## src/rtl/dma_read_src_fsm.sv

```systemverilog
// DMA read-side engine: one descriptor at a time, single-outstanding AXI read bursts into the data FIFO.
// Optional perf counters built only when DMA_RD_PERF_CNTR_EN is defined.
module dma_read_src_fsm #(
    parameter int DATA_W   = 512,
    parameter int ADDR_W   = 64,
    parameter int LENGTH_W = 24,
    parameter int PERF_W   = 32
) (
    input  logic                clk,
    input  logic                reset_n,
    input  logic                desc_valid,
    input  logic [ADDR_W-1:0]   desc_src_addr,
    input  logic [LENGTH_W-1:0] desc_length,
    output logic                desc_ready,
    output logic                arvalid,
    input  logic                arready,
    output logic [ADDR_W-1:0]   araddr,
    output logic [7:0]          arlen,
    output logic [2:0]          arsize,
    output logic [1:0]          arburst,
    input  logic                rvalid,
    output logic                rready,
    input  logic [DATA_W-1:0]   rdata,
    input  logic [1:0]          rresp,
    input  logic                rlast,
    output logic                fifo_wr_en,
    output logic [DATA_W-1:0]   fifo_wr_data,
    input  logic                fifo_almost_full,
    input  logic                clear_error,
    output logic                rd_fsm_done,
    output logic                busy,
    output logic                rd_rsp_err,
    output logic [PERF_W-1:0]   rd_src_clk_cnt,
    output logic [PERF_W-1:0]   rd_src_valid_cnt
);
    localparam int BEAT_BYTES = DATA_W / 8;
    localparam int NB_W = LENGTH_W - 7;
    localparam logic [ADDR_W-1:0] BURST_STRIDE = ADDR_W'(256 * BEAT_BYTES);

    typedef enum logic [3:0] {
        S_IDLE       = 4'b0001,
        S_ADDR_SETUP = 4'b0010,
        S_RD_DATA    = 4'b0100,
        S_ERROR      = 4'b1000
    } state_t;

    state_t              state_q, state_d;
    logic [ADDR_W-1:0]   addr_q, addr_d;
    logic [7:0]          last_len_q, last_len_d;
    logic [NB_W-1:0]     num_bursts_q, num_bursts_d;
    logic [NB_W-1:0]     burst_cnt_q, burst_cnt_d;
    logic                done_q, done_d;
    logic [LENGTH_W-1:0] len_m1;
    logic                final_burst;
    logic                unused_rresp0;

    assign unused_rresp0 = rresp[0];

    always_ff @(posedge clk) begin
        if (!reset_n) begin
            state_q      <= S_IDLE;
            addr_q       <= '0;
            last_len_q   <= '0;
            num_bursts_q <= '0;
            burst_cnt_q  <= '0;
            done_q       <= 1'b0;
        end else begin
            state_q      <= state_d;
            addr_q       <= addr_d;
            last_len_q   <= last_len_d;
            num_bursts_q <= num_bursts_d;
            burst_cnt_q  <= burst_cnt_d;
            done_q       <= done_d;
        end
    end

    always_comb begin
        state_d      = state_q;
        addr_d       = addr_q;
        last_len_d   = last_len_q;
        num_bursts_d = num_bursts_q;
        burst_cnt_d  = burst_cnt_q;
        done_d       = 1'b0;
        desc_ready   = 1'b0;
        arvalid      = 1'b0;
        arlen        = 8'd0;
        rready       = 1'b0;
        fifo_wr_en   = 1'b0;
        rd_rsp_err   = 1'b0;
        len_m1       = desc_length - LENGTH_W'(1);
        final_burst  = (burst_cnt_q + NB_W'(1)) == num_bursts_q;
        case (state_q)
            S_IDLE: begin
                if (desc_valid) begin
                    desc_ready   = 1'b1;
                    addr_d       = desc_src_addr;
                    last_len_d   = len_m1[7:0];
                    num_bursts_d = {1'b0, len_m1[LENGTH_W-1:8]} + NB_W'(1);
                    burst_cnt_d  = '0;
                    if (desc_length == '0) done_d = 1'b1;
                    else                   state_d = S_ADDR_SETUP;
                end
            end
            S_ADDR_SETUP: begin
                arvalid = 1'b1;
                arlen   = final_burst ? last_len_q : 8'hFF;
                if (arready) state_d = S_RD_DATA;
            end
            S_RD_DATA: begin
                rready = !fifo_almost_full;
                if (rvalid && rready) begin
                    // Errored beats never reach the FIFO; the rest of the burst drains in ERROR.
                    if (rresp[1]) begin
                        state_d = S_ERROR;
                    end else begin
                        fifo_wr_en = 1'b1;
                        if (rlast) begin
                            burst_cnt_d = burst_cnt_q + NB_W'(1);
                            if (final_burst) begin
                                state_d = S_IDLE;
                                done_d  = 1'b1;
                            end else begin
                                addr_d  = addr_q + BURST_STRIDE;
                                state_d = S_ADDR_SETUP;
                            end
                        end
                    end
                end
            end
            S_ERROR: begin
                rready     = 1'b1;
                rd_rsp_err = 1'b1;
                if (clear_error) state_d = S_IDLE;
            end
            default: state_d = S_IDLE;
        endcase
    end

    assign araddr       = addr_q;
    assign arsize       = 3'($clog2(BEAT_BYTES));
    assign arburst      = 2'b01;
    assign fifo_wr_data = rdata;
    assign rd_fsm_done  = done_q;
    assign busy         = (state_q != S_IDLE);

`ifdef DMA_RD_PERF_CNTR_EN
    logic [PERF_W-1:0] clk_cnt_q, clk_cnt_d;
    logic [PERF_W-1:0] valid_cnt_q, valid_cnt_d;

    always_ff @(posedge clk) begin
        if (!reset_n) begin
            clk_cnt_q   <= '0;
            valid_cnt_q <= '0;
        end else begin
            clk_cnt_q   <= clk_cnt_d;
            valid_cnt_q <= valid_cnt_d;
        end
    end

    // Both counters saturate rather than wrap.
    always_comb begin
        clk_cnt_d   = clk_cnt_q;
        valid_cnt_d = valid_cnt_q;
        if (desc_ready) begin
            clk_cnt_d   = '0;
            valid_cnt_d = '0;
        end else begin
            if ((state_q == S_ADDR_SETUP || state_q == S_RD_DATA) && clk_cnt_q != '1)
                clk_cnt_d = clk_cnt_q + PERF_W'(1);
            if (fifo_wr_en && valid_cnt_q != '1)
                valid_cnt_d = valid_cnt_q + PERF_W'(1);
        end
    end

    assign rd_src_clk_cnt   = clk_cnt_q;
    assign rd_src_valid_cnt = valid_cnt_q;
`else
    assign rd_src_clk_cnt   = '0;
    assign rd_src_valid_cnt = '0;
`endif

endmodule
```

## config.mk

```make
export PLATFORM = sky130hd
export DESIGN_NAME = dma_read_src_fsm
export DESIGN_NICKNAME = d
export VERILOG_FILES = /design/src/rtl/dma_read_src_fsm.sv
export SDC_FILE = /design/constraint.sdc
export NUM_CORES = 1
export LEC_CHECK = 0
export ABC_CLOCK_PERIOD_IN_PS = 3900
export BUFFER_PORTS_ARGS = -buffer_cell sky130_fd_sc_hd__buf_2
export CAP_MARGIN = 40
export CORE_AREA = 3 3 495 497
export CTS_BUF_LIST = sky130_fd_sc_hd__clkbuf_8
export DETAILED_ROUTE_END_ITERATION = 8
export DIE_AREA = 0 0 498 500
export REMOVE_ABC_BUFFERS = 1
export SYNTH_ARGS = -nofsm -noshare
export SYNTH_HDL_FRONTEND = slang
export SYNTH_SLANG_ARGS = --single-unit
```

## constraint.sdc

```tcl
create_clock -name clk -period 3.9 [get_ports clk]
set_clock_uncertainty 0.2 [all_clocks]
set_input_delay 0.585 -clock clk [delete_from_list [all_inputs] [get_ports clk]]
set_output_delay 0.585 -clock clk [all_outputs]
set_load 0.02 [all_outputs]
```

## After elaboration in Yosys (flattened, before gate mapping)

Index checks and enable logic that the tools add are counted.

| word-level totals | value |
|---|---|
| flip-flop bits (word level) | 111 |
| logic and storage cells | 70 |

| operators by class | value |
|---|---|
| add/subtract/negate cells | 4 |
| equal/unequal tests | 15 |
| muxes and demuxes | 37 |
| reduce and logical (&&, ||, !) cells | 8 |

Operators by type and width:

| cell | number |
|---|---|
| two-way mux 64 bit | 5 |
| one-hot mux 64 bit (2 select lines) | 1 |
| two-way mux 17 bit | 4 |
| adder 64 x 15 -> 64 bit (second input constant) | 1 |
| one-hot mux 17 bit (2 select lines) | 1 |
| two-way mux 4 bit | 7 |
| logical NOT 24 bit | 1 |
| subtractor 24 x 1 -> 24 bit (second input constant) | 1 |
| adder 16 x 1 -> 17 bit (second input constant) | 1 |
| adder 17 x 1 -> 17 bit (second input constant) | 1 |
| == test 17 bit | 1 |
| two-way mux 8 bit | 2 |
| inequality test 2 bit (second input constant) | 8 |
| one-hot mux 4 bit (4 select lines) | 1 |
| two-way mux 1 bit | 13 |
| AND reduction 6 bit | 2 |
| AND reduction 5 bit | 1 |
| == test 4 x 1 -> 1 bit (second input constant) | 1 |
| == test 4 x 2 -> 1 bit (second input constant) | 1 |
| == test 4 x 3 -> 1 bit (second input constant) | 1 |
| == test 4 bit (second input constant) | 1 |
| inequality test 4 x 1 -> 1 bit (second input constant) | 1 |
| one-hot mux 1 bit (2 select lines) | 2 |
| inequality test 3 bit (second input constant) | 1 |
| other kinds (5) | 5 |

## Longest topological paths before layout

Gate-level depths: netlist of run 1.

| logic depth | value |
|---|---|
| depth in word-level cells | 7 |
| depth in mapped cells | 14 |
| depth with buffers taken out | 13 |

## Least setup slack after synthesis of run 1

No wires, ideal clock.

| timing path | value |
|---|---|
| kind | input-to-reg |
| from | input desc_length[4] |
| to | register num_bursts_q[14] |
| library setup time | 0.120 ns |
| arrival time | 3.238 ns |
| required time | 3.580 ns |
| path slack | 0.342 ns |
| cell stages on the path | 12 |
| path through | nor4_2 nand2_1 clkbuf_1 or4_1 xnor2_1 ha_1 inv_1 a211o_1 a2111oi_4 nand2_1 xnor2_1 o21ai_1 |

| on the way | value |
|---|---|
| longest elaborated chain between the ends | 2 |

Ends and longest elaborated chain:

| what | RTL line | source |
|---|---|---|
| from (decl) | 13 | `input logic [LENGTH_W-1:0] desc_length,` |
| subtractor 24 x 1 -> 24 bit | 90 | `len_m1 = desc_length - LENGTH_W'(1);` |
| adder 16 x 1 -> 17 bit | 98 | `num_bursts_d = {1'b0, len_m1[LENGTH_W-1:8]} + NB_W'(1);` |
| to (signal assigned) | 71 | `num_bursts_q <= num_bursts_d;` |
| to (decl) | 50 | `logic [NB_W-1:0] num_bursts_q, num_bursts_d;` |

Every way passes these cells.
A chain may end at the register's enable or synchronous reset.

## Final worst setup path of run 1

| timing path | value |
|---|---|
| from | register burst_cnt_q[5] |
| to | output arlen[1] |

| on the way | value |
|---|---|
| longest elaborated chain between the ends | 4 |

Ends and longest elaborated chain:

| what | RTL line | source |
|---|---|---|
| from (decl) | 51 | `logic [NB_W-1:0] burst_cnt_q, burst_cnt_d;` |
| from (signal assigned) | 72 | `burst_cnt_q <= burst_cnt_d;` |
| adder 17 x 1 -> 17 bit | 91 | `final_burst = (burst_cnt_q + NB_W'(1)) == num_bursts_q;` |
| == test 17 bit | 91 |  |
| two-way mux 8 bit | 106 | `arlen = final_burst ? last_len_q : 8'hFF;` |
| two-way mux 8 bit | 92 | `case (state_q)` |
| to (decl) | 18 | `output logic [7:0] arlen,` |

Every way passes these cells.

==> summary.md, run 1 <==
| Metric | Value |
|---|---|
| Post-synthesis mux area share | 0.527% |
| Status | finished, final reports clean |
| Min Hold Slack | 0.161 ns |
| Gpl congestion | 1.47 |
| Post-DP HPWL | 345000 microns |
| Root Buffer | clkbuf_8 |
| #FFs+latches synth | 111 |
| Synth warnings | 0 |
| CP delay by family, top | compound AO/OA/AOI/OAI gates |
| Worst-Skew Late Latency | 0.50 ns |
| Critical path's largest stage delay | 0.44 ns |
| Syn_area_per_cell | 7.39 sq um |
| Vias in the first global route | 8911 |
| Worst hold stages | 3 |
| Final hold vios | 0 |
| Final ANT Viol Nets | 0 |
| Fillers | 28430 |
| Worst EP required | 3.12 ns |
| TritonCTS clock tree | yes |
| CP Capture Type | output pin |
| Setup ws final | 0.178 ns |
| Buf+Inv Stages, Crit Path | 2 |
| H-tree level count | 3 |
| Kind of critical path | flip-flop to output pin |
| Sequential element share of the synthesized area | 19.1% |
| VDD IR max | 0.176 mV |
| Post-layout minimum cycle time | 3.72 ns |
| First-pass iteration count of the detailed router | 5 |
| Antenna violations before repair | 20 |
| Grt ovf | 0 |
| Final setup fails | 0 |
| Layout net count | 1849 |
| # DRC | 0 |
| Clock transition at path regs | 0.14 ns |
| LEAKAGE | 3.74 nW |
| Multi-input logic area | 4950 sq um |
| PwrDens | 333 nW/um^2 |
| WL final | 353000 microns |
| Die Ht | 500 microns |
| Worst slew pin tran | 0.732 ns |
| Critical-path cell list | nand4_1 -> or3_4 -> o31a_1 -> a221o_1 -> a211oi_4 -> nand2_1 -> buf_4 -> o21a_1 -> buf_2 |
| Critical Path AT | 2.94 ns |
| # rows | 180 |
| Post-Syn Area | 11600 sq um |
| Clk sinks | 111 |
| Final period util | 95.4% |
| Die width | 498 microns |
| Ports | 1270 |
| F_max | 269 MHz |
| Cell count after synthesis | 1574 |
| Post-synthesis adder-cell area fraction | 0.430% |
| Wire per inst | 79.7 microns |
| Rel. slew slack | 51.2% |
| Type of the most critical hold path | primary input to flip-flop |
| Layout area overhead | 11.2% |
| Max cap viols | 0 |
| Post-synth EDFFs | 0 |
| Xor/xnor share of the synthesized area | 3.99% |
| Async set-reset flop share out of synthesis | 0% |
| Area of the core | 241000 sq um |
| Tot GR Track Use | 27.4% |
| Slowest stage cell, crit path | or3_4 |
| Final design utilization | 5.37% |
| Top_reg_cell synth | dfxtp_1 |
| Vias | 11563 |
| Synth Area in Compound Gates | 16.6% |
| Total Die Area | 249000 sq um |
| R2R Setup Slk | 0.61 ns |
| Synth Area in Simple Gates | 18.3% |
| Worst R2R End | araddr[51] |
| R2R depth | 8 |
| Initial Utilization | 4.83% |
| Critical-path maximum fanout | 9 |
| Slew Limit Fails | 0 |
| First-pass GRT wire length | 374000 microns |
| PortBufs | 175 |
| Largest net degree at the start of global routing | 110 |
| Hold_sp | desc_src_addr[8] |
| DRT iter0 DRCs | 1214 |
| Crit path launch type | flip-flop |
| Dpl ws | 0.157 ns |
| Vias/cell | 2.61 |
| Unique masters post-synth | 75 |
| CTS Buffer Depth | 2 |
| TritonCTS Buffers | 9 |
| Register area | 2230 sq um |
| Hold Path End | araddr[8] |
| Main combinational cell family by area after synthesis | buffers and inverters |
| Worst r2r src | araddr[18] |
| Setup TNS | 0 ns |
| Layout cells sized above 1 | 23.6% |
how the worst max path moves through the flow:
stage / startpoint / endpoint / slack [ns] / cells past startpoint
after floorplan: state_q[3] / araddr[41] / -2.04 / 6
after CTS: burst_cnt_q[5] / arlen[7] / 0.007 / 11
after global routing: burst_cnt_q[5] / arlen[4] / -0.01 / 11
after global placement: desc_length[4] / num_bursts_q[8] / 0.19 / 12
final: burst_cnt_q[5] / arlen[1] / 0.18 / 9
after detailed placement: desc_length[4] / num_bursts_q[8] / 0.16 / 12
where the power goes:
group | internal (W) | leakage, nW | switching, W
Clock | 0.000261 | 0.101 | 0.000623
Combinational | 0.000648 | 2.73 | 0.00116
Sequential | 0.00135 | 0.911 | 0.000258
Total | 0.00226 | 3.74 | 0.00204
cells in the final DEF, fill, tap and decap left out, drive strengths merged, types with 14 or more instances in the layout:
| master | instances |
|---|---|
| buf | 244 |
| nand2 | 133 |
| dfxtp | 111 |
| a21oi | 104 |
| nor2 | 72 |
| conb | 69 |
| nand3 | 53 |
| o21ai | 38 |
| xnor2 | 35 |
| o31ai | 32 |
| nor3 | 27 |
| o211ai | 25 |
| nor4 | 25 |
| or3 | 21 |
| nand4 | 19 |
| xor2 | 18 |
| inv | 18 |
| o22ai | 14 |
| a211oi | 14 |
stage by stage:
stage	instance area, sq um	power [W]	instances
finish	12900	0.00430	4431
detailed placement	12700	0.00345	4409
floorplan	7180	0.00252	980
global route	12900	0.00453	4429
global placement	12700	0.00344	4409
CTS	12900	0.00435	4425
layer usage:
layer / vias to the layer above / wire length (microns) / track usage [%]
met1: 4776 / 14900 / 2.69
met5: - / 5470 / 15.9
li1: 4069 / - / -
met4: 56 / 18300 / 11.9
met3: 180 / 120000 / 44.5
met2: 2482 / 195000 / 53.9
worst reg2reg max path, delay by kind of cell (launching register included):
kind | cells | cell delay (ns)
compound gates | 2 | 0.28
flops | 1 | 0.46
simple gates | 6 | 2.32
cell usage after synthesis, types with 4 or more instances:
cell	number	share of area, %
o22ai_1	14	0.75
mux2i_1	5	0.43
nor3_1	27	1.2
nor3b_1	5	0.32
o31ai_1	32	2.1
xor2_1	18	1.4
nand2b_1	4	0.22
nor2b_1	5	0.27
o21ai_0	37	1.6
nor2_1	72	2.3
and4_1	4	0.30
or3_1	18	0.97
nand2_1	133	4.3
or2_2	7	0.38
ha_1	4	0.43
nand3_1	53	2.3
nand4_1	19	1.0
o211ai_1	25	1.6
o32ai_1	9	0.68
a211oi_1	14	0.90
nor4_1	22	1.2
a21oi_1	104	4.5
or4_1	7	0.45
clkbuf_1	59	1.9
dfxtp_1	111	19
buf_1	5	0.16
a31oi_1	10	0.54
o21a_1	13	0.84
and2_1	7	0.38
a32oi_1	6	0.45
nor4b_1	4	0.30
and3_1	13	0.70
xnor2_1	35	2.6
buf_4	584	38
nand4b_1	5	0.38
inv_1	16	0.52
buf_2	11	0.47
timing repair:
| item | CTS | global route |
|---|---|---|
| hold buffers | 0 | 0 |
| endpoints found under the setup margin | 8 | 8 |
| setup buffers | 0 | 0 |
| gates resized for setup | 2 | 6 |
kinds of logic after synthesis:
kind of cell             after synthesis
other                                  2
XOR/XNOR                              53
adder cells (fa/ha/maj)                4
AO/OA/AOI/OAI                        298
AND/OR/NAND/NOR                      421
flip-flops                           111
multiplexers                           6
buffers and inverters                679
sequential cells by signal, indices dropped and copies added (netlist names):
signal,flops
state_q,4
araddr,64
rd_fsm_done,1
num_bursts_q,17
last_len_q,8
burst_cnt_q,17
layout make-up:
cell class	instances	share of cell area [%]
antenna	6	0.116
clock buffer	9	0.958
clock inverter	7	0.697
inverter	18	0.523
multi-input combinational	851	38.3
sequential	111	17.2
tap	3185	30.8
timing repair buffer	244	11.4
No activity file was read; power rests on OpenSTA's default activity.
==> run 2: changes to the inputs <==
- ABC_AREA: not set -> 1
- CORE_AREA: 3 3 495 497 -> 3 3 490 492
- CTS_CLUSTER_SIZE: not set -> 10
- DIE_AREA: 0 0 498 500 -> 0 0 493 495
==> run 2 against run 1 <==
Count of clock-buffer cells in the layout stayed put. Area after synthesis increased by 6.7%. Register-to-register slack gained 0.21 ns. Core utilization grew 0.25 points. Fmax increased by 2.5%. Sequential cell count did not move. Synthesized cell count rose by 25%. Cell area rose by 2.4%. Via count up 11%. Largest power group unchanged. Highest routed layer unchanged.
==> summary.md, run 2 <==
| Metric | Value |
|---|---|
| Post-DP HPWL | 353000 microns (+2.4%) |
| Max FFs per register | 64 (unchanged) |
| Antenna violations before repair | 28 (+40%) |
| Placed insts | 4745 (+7.6%) |
| Hold_sp | desc_length[0] |
| Post-synth EDFFs | 0 (unchanged) |
| Final setup fails | 0 (unchanged) |
| # rows | 178 (-1.1%) |
| PwrDens | 438 nW/um^2 (+32%) |
| Max cap viols | 0 (unchanged) |
| CP Capture Type | output pin |
| TritonCTS Buffers | 9 (unchanged) |
| Final period util | 93.1% (-2.3 points) |
| Layout net count | 2220 (+20%) |
| LEAKAGE | 4.61 nW (+23%) |
| CP delay by family, top | simple AND/OR/NAND/NOR gates |
| Worst hold stages | 2 (-1) |
| Area of the core | 236000 sq um (-2.1%) |
| Clock transition at path regs | 0.14 ns (about the same) |
| CTS Buffer Depth | 2 (unchanged) |
| Worst EP required | 3.12 ns (about the same) |
| Critical path's largest stage delay | 0.40 ns (-0.04 ns) |
| Wire per inst | 75.9 microns (-4.8%) |
| Vias/cell | 2.69 (+2.9%) |
| Initial Utilization | 5.27% (+0.44 points) |
| Sequential element share of the synthesized area | 17.9% (-1.2 points) |
| Gpl congestion | 1.45 (-1.4%) |
| Min Hold Slack | 0.127 ns (-0.0335 ns) |
| Async set-reset flop share out of synthesis | 0% (unchanged) |
| Buf+Inv Stages, Crit Path | 1 (-1) |
| PortBufs | 175 (unchanged) |
| Root Buffer | clkbuf_8 |
| Kind of critical path | flip-flop to output pin |
| Worst slew pin tran | 0.890 ns (+0.158 ns) |
| CTS resizes | 0 (-2) |
| Post-route insts no fill | 4766 (+7.6%) |
| Post-layout minimum cycle time | 3.63 ns (-0.0896 ns) |
| Layout cells sized above 1 | 14.2% (-9.4 points) |
| VDD IR max | 0.404 mV (+130%) |
| Final hold vios | 0 (unchanged) |
| Unique masters post-synth | 40 (-47%) |
| Layout area overhead | 6.70% |
| Largest net degree at the start of global routing | 67 (-39%) |
| Vias | 12804 (+11%) |
| Commonest non-fill, non-tap cell in the layout | nand2_1 |
| Syn_area_per_cell | 6.31 sq um (-15%) |
| Clk sinks | 111 (unchanged) |
| Critical-path maximum fanout | 9 (unchanged) |
| Die Ht | 495 microns (-1.0%) |
| Synth area leader | buf_4 |
| Top cells by area, synth | buf_4 (36%), dfxtp_1 (18%), nand2_1 (14%) |
| Rel. slew slack | 40.7% (-11 points) |
| DRT iter0 DRCs | 1469 (+21%) |
| Tot GR Track Use | 28.6% (+1.2 points) |
| Type of the most critical hold path | primary input to flip-flop |
| H-tree level count | 3 (unchanged) |
| Setup TNS | 0 ns (unchanged) |
| Final ANT Viol Nets | 0 (unchanged) |
| # DRC | 0 (unchanged) |
| TritonCTS clock tree | yes |
| First-pass iteration count of the detailed router | 5 (unchanged) |
| CP dominant cell by count | nand3_1 |
| R2R depth | 12 (+4) |
| Critical Path AT | 2.85 ns (-0.09 ns) |
| Most numerous cell in the Yosys netlist | buf_4 |
| Cell count after synthesis | 1966 (+25%) |
| RSZ-0062 raised after global routing | no |
| Crit path launch type | flip-flop |
| Ports | 1270 (unchanged) |
| Grt ovf | 0 (unchanged) |
| Commonest cells in the netlist | buf_4 (587), nand2_1 (459), nor2_1 (213) |
| Vias in the first global route | 9714 (+9.0%) |
| Post-CTS setup buffers | 0 (unchanged) |
| Post-CTS Hold Buffers | 0 (unchanged) |
| Post-synth top area share | 35.5% (-2.2 points) |
| Worst-Skew Late Latency | 0.45 ns (-0.05 ns) |
| Die width | 493 microns (-1.0%) |
| Total Die Area | 244000 sq um (-2.0%) |
| Placed cell area | 13000 sq um (+2.9%) |
| Levels on crit path | 12 (+3) |
| Critical-path cell list | ha_1 -> nand3_1 -> nor2_4 -> nand2_1 -> nand3_1 -> o21ai_1 -> nor2_1 -> nand3_1 -> nor2_1 -> and2_2 -> a21oi_1 -> buf_2 |
| Post-layout instance area | 13200 sq um (+2.4%) |
| Slowest stage cell, crit path | dfxtp_1 |
| F_max | 275 MHz (+2.5%) |
| Worst setup startpoint | burst_cnt_q[0] |
| First-pass GRT wire length | 382000 microns (+2.0%) |
| Synth warnings | 0 (unchanged) |
| Worst r2r src | araddr[14] |
| Post-Syn Area | 12400 sq um (+6.7%) |
| WL final | 362000 microns (+2.3%) |
| #FFs+latches synth | 111 (unchanged) |
| Top_reg_cell synth | dfxtp_1 |
| Commonest non-fill, non-tap cells in the layout | nand2_1 (459), nor2_1 (212), buf_2 (175) |
| Fillers | 28204 (-0.79%) |
| Slew Limit Fails | 0 (unchanged) |
| Status | finished, final reports clean |
[run 2: changes by cell type after synthesis, sizes merged, moves of 18 or more]
| cell | previous run | this run |
|---|---|---|
| inv | 17 | 139 |
| clkbuf | 60 | 26 |
| nor4 | 25 | 7 |
| xnor2 | 35 | 9 |
| nand2 | 133 | 462 |
| xor2 | 18 | 48 |
| o211ai | 25 | 0 |
| nor2 | 72 | 220 |
| nand3 | 53 | 105 |
| o31ai | 32 | 0 |
| or3 | 21 | 0 |
[run 2: logic make-up after synthesis]
group / Yosys count / synth area share [%]
simple gates: 871 / 29.4
buf+inv: 769 / 41.3
flops: 111 / 17.9
xor+xnor: 59 / 4.39
fa+ha+maj: 4 / 0.403
mux: 9 / 0.726
compound gates: 141 / 5.84
other cells: 2 / 0.0605
[run 2: worst paths after layout]
path / slack [ns] / end
min reg2reg: 0.27 / araddr[4]
min: 0.13 / last_len_q[0]
max reg2reg: 0.82 / araddr[55]
max: 0.27 / arlen[3]
[run 2: area by class of cell]
class	instances	area [sq um]	area share (%)
sequential	111	2220	16.8
antenna	5	12.5	0.0945
multi-input combinational	1153	5330	40.2
tap	3150	3940	29.8
inverter	142	533	4.02
clock buffer	9	124	0.935
timing repair buffer	189	1010	7.59
clock inverter	7	76.3	0.576
[run 2: per-layer routing]
| layer | GRT usage, % | vias up | wire, microns |
|---|---|---|---|
| met3 | 45.8 | 240 | 122000 |
| met5 | 14.6 | - | 5070 |
| met2 | 55.5 | 2533 | 196000 |
| met1 | 3.46 | 5211 | 17800 |
| li1 | - | 4764 | - |
| met4 | 13.2 | 56 | 20900 |
[run 2: per-stage QoR]
stage	worst slack, ns	power [W]	util (%)
2_1_floorplan	-0.0902	0.00367	-
3_3_place_gp	0.669	0.00504	5.52
3_5_place_dp	0.641	0.00505	5.53
4_1_cts	0.102	0.00583	5.62
5_1_grt	0.0288	0.00620	5.62
6_report	0.268	0.00579	5.62
[run 2: report_power, final]
group | total [W] | leakage [nW] | switching (W) | internal, W
clock | 0.000762 | 0.0988 | 0.000510 | 0.000252
combinational | 0.00321 | 3.59 | 0.00230 | 0.000908
sequential | 0.00182 | 0.914 | 0.000361 | 0.00146
total | 0.00579 | 4.61 | 0.00317 | 0.00262
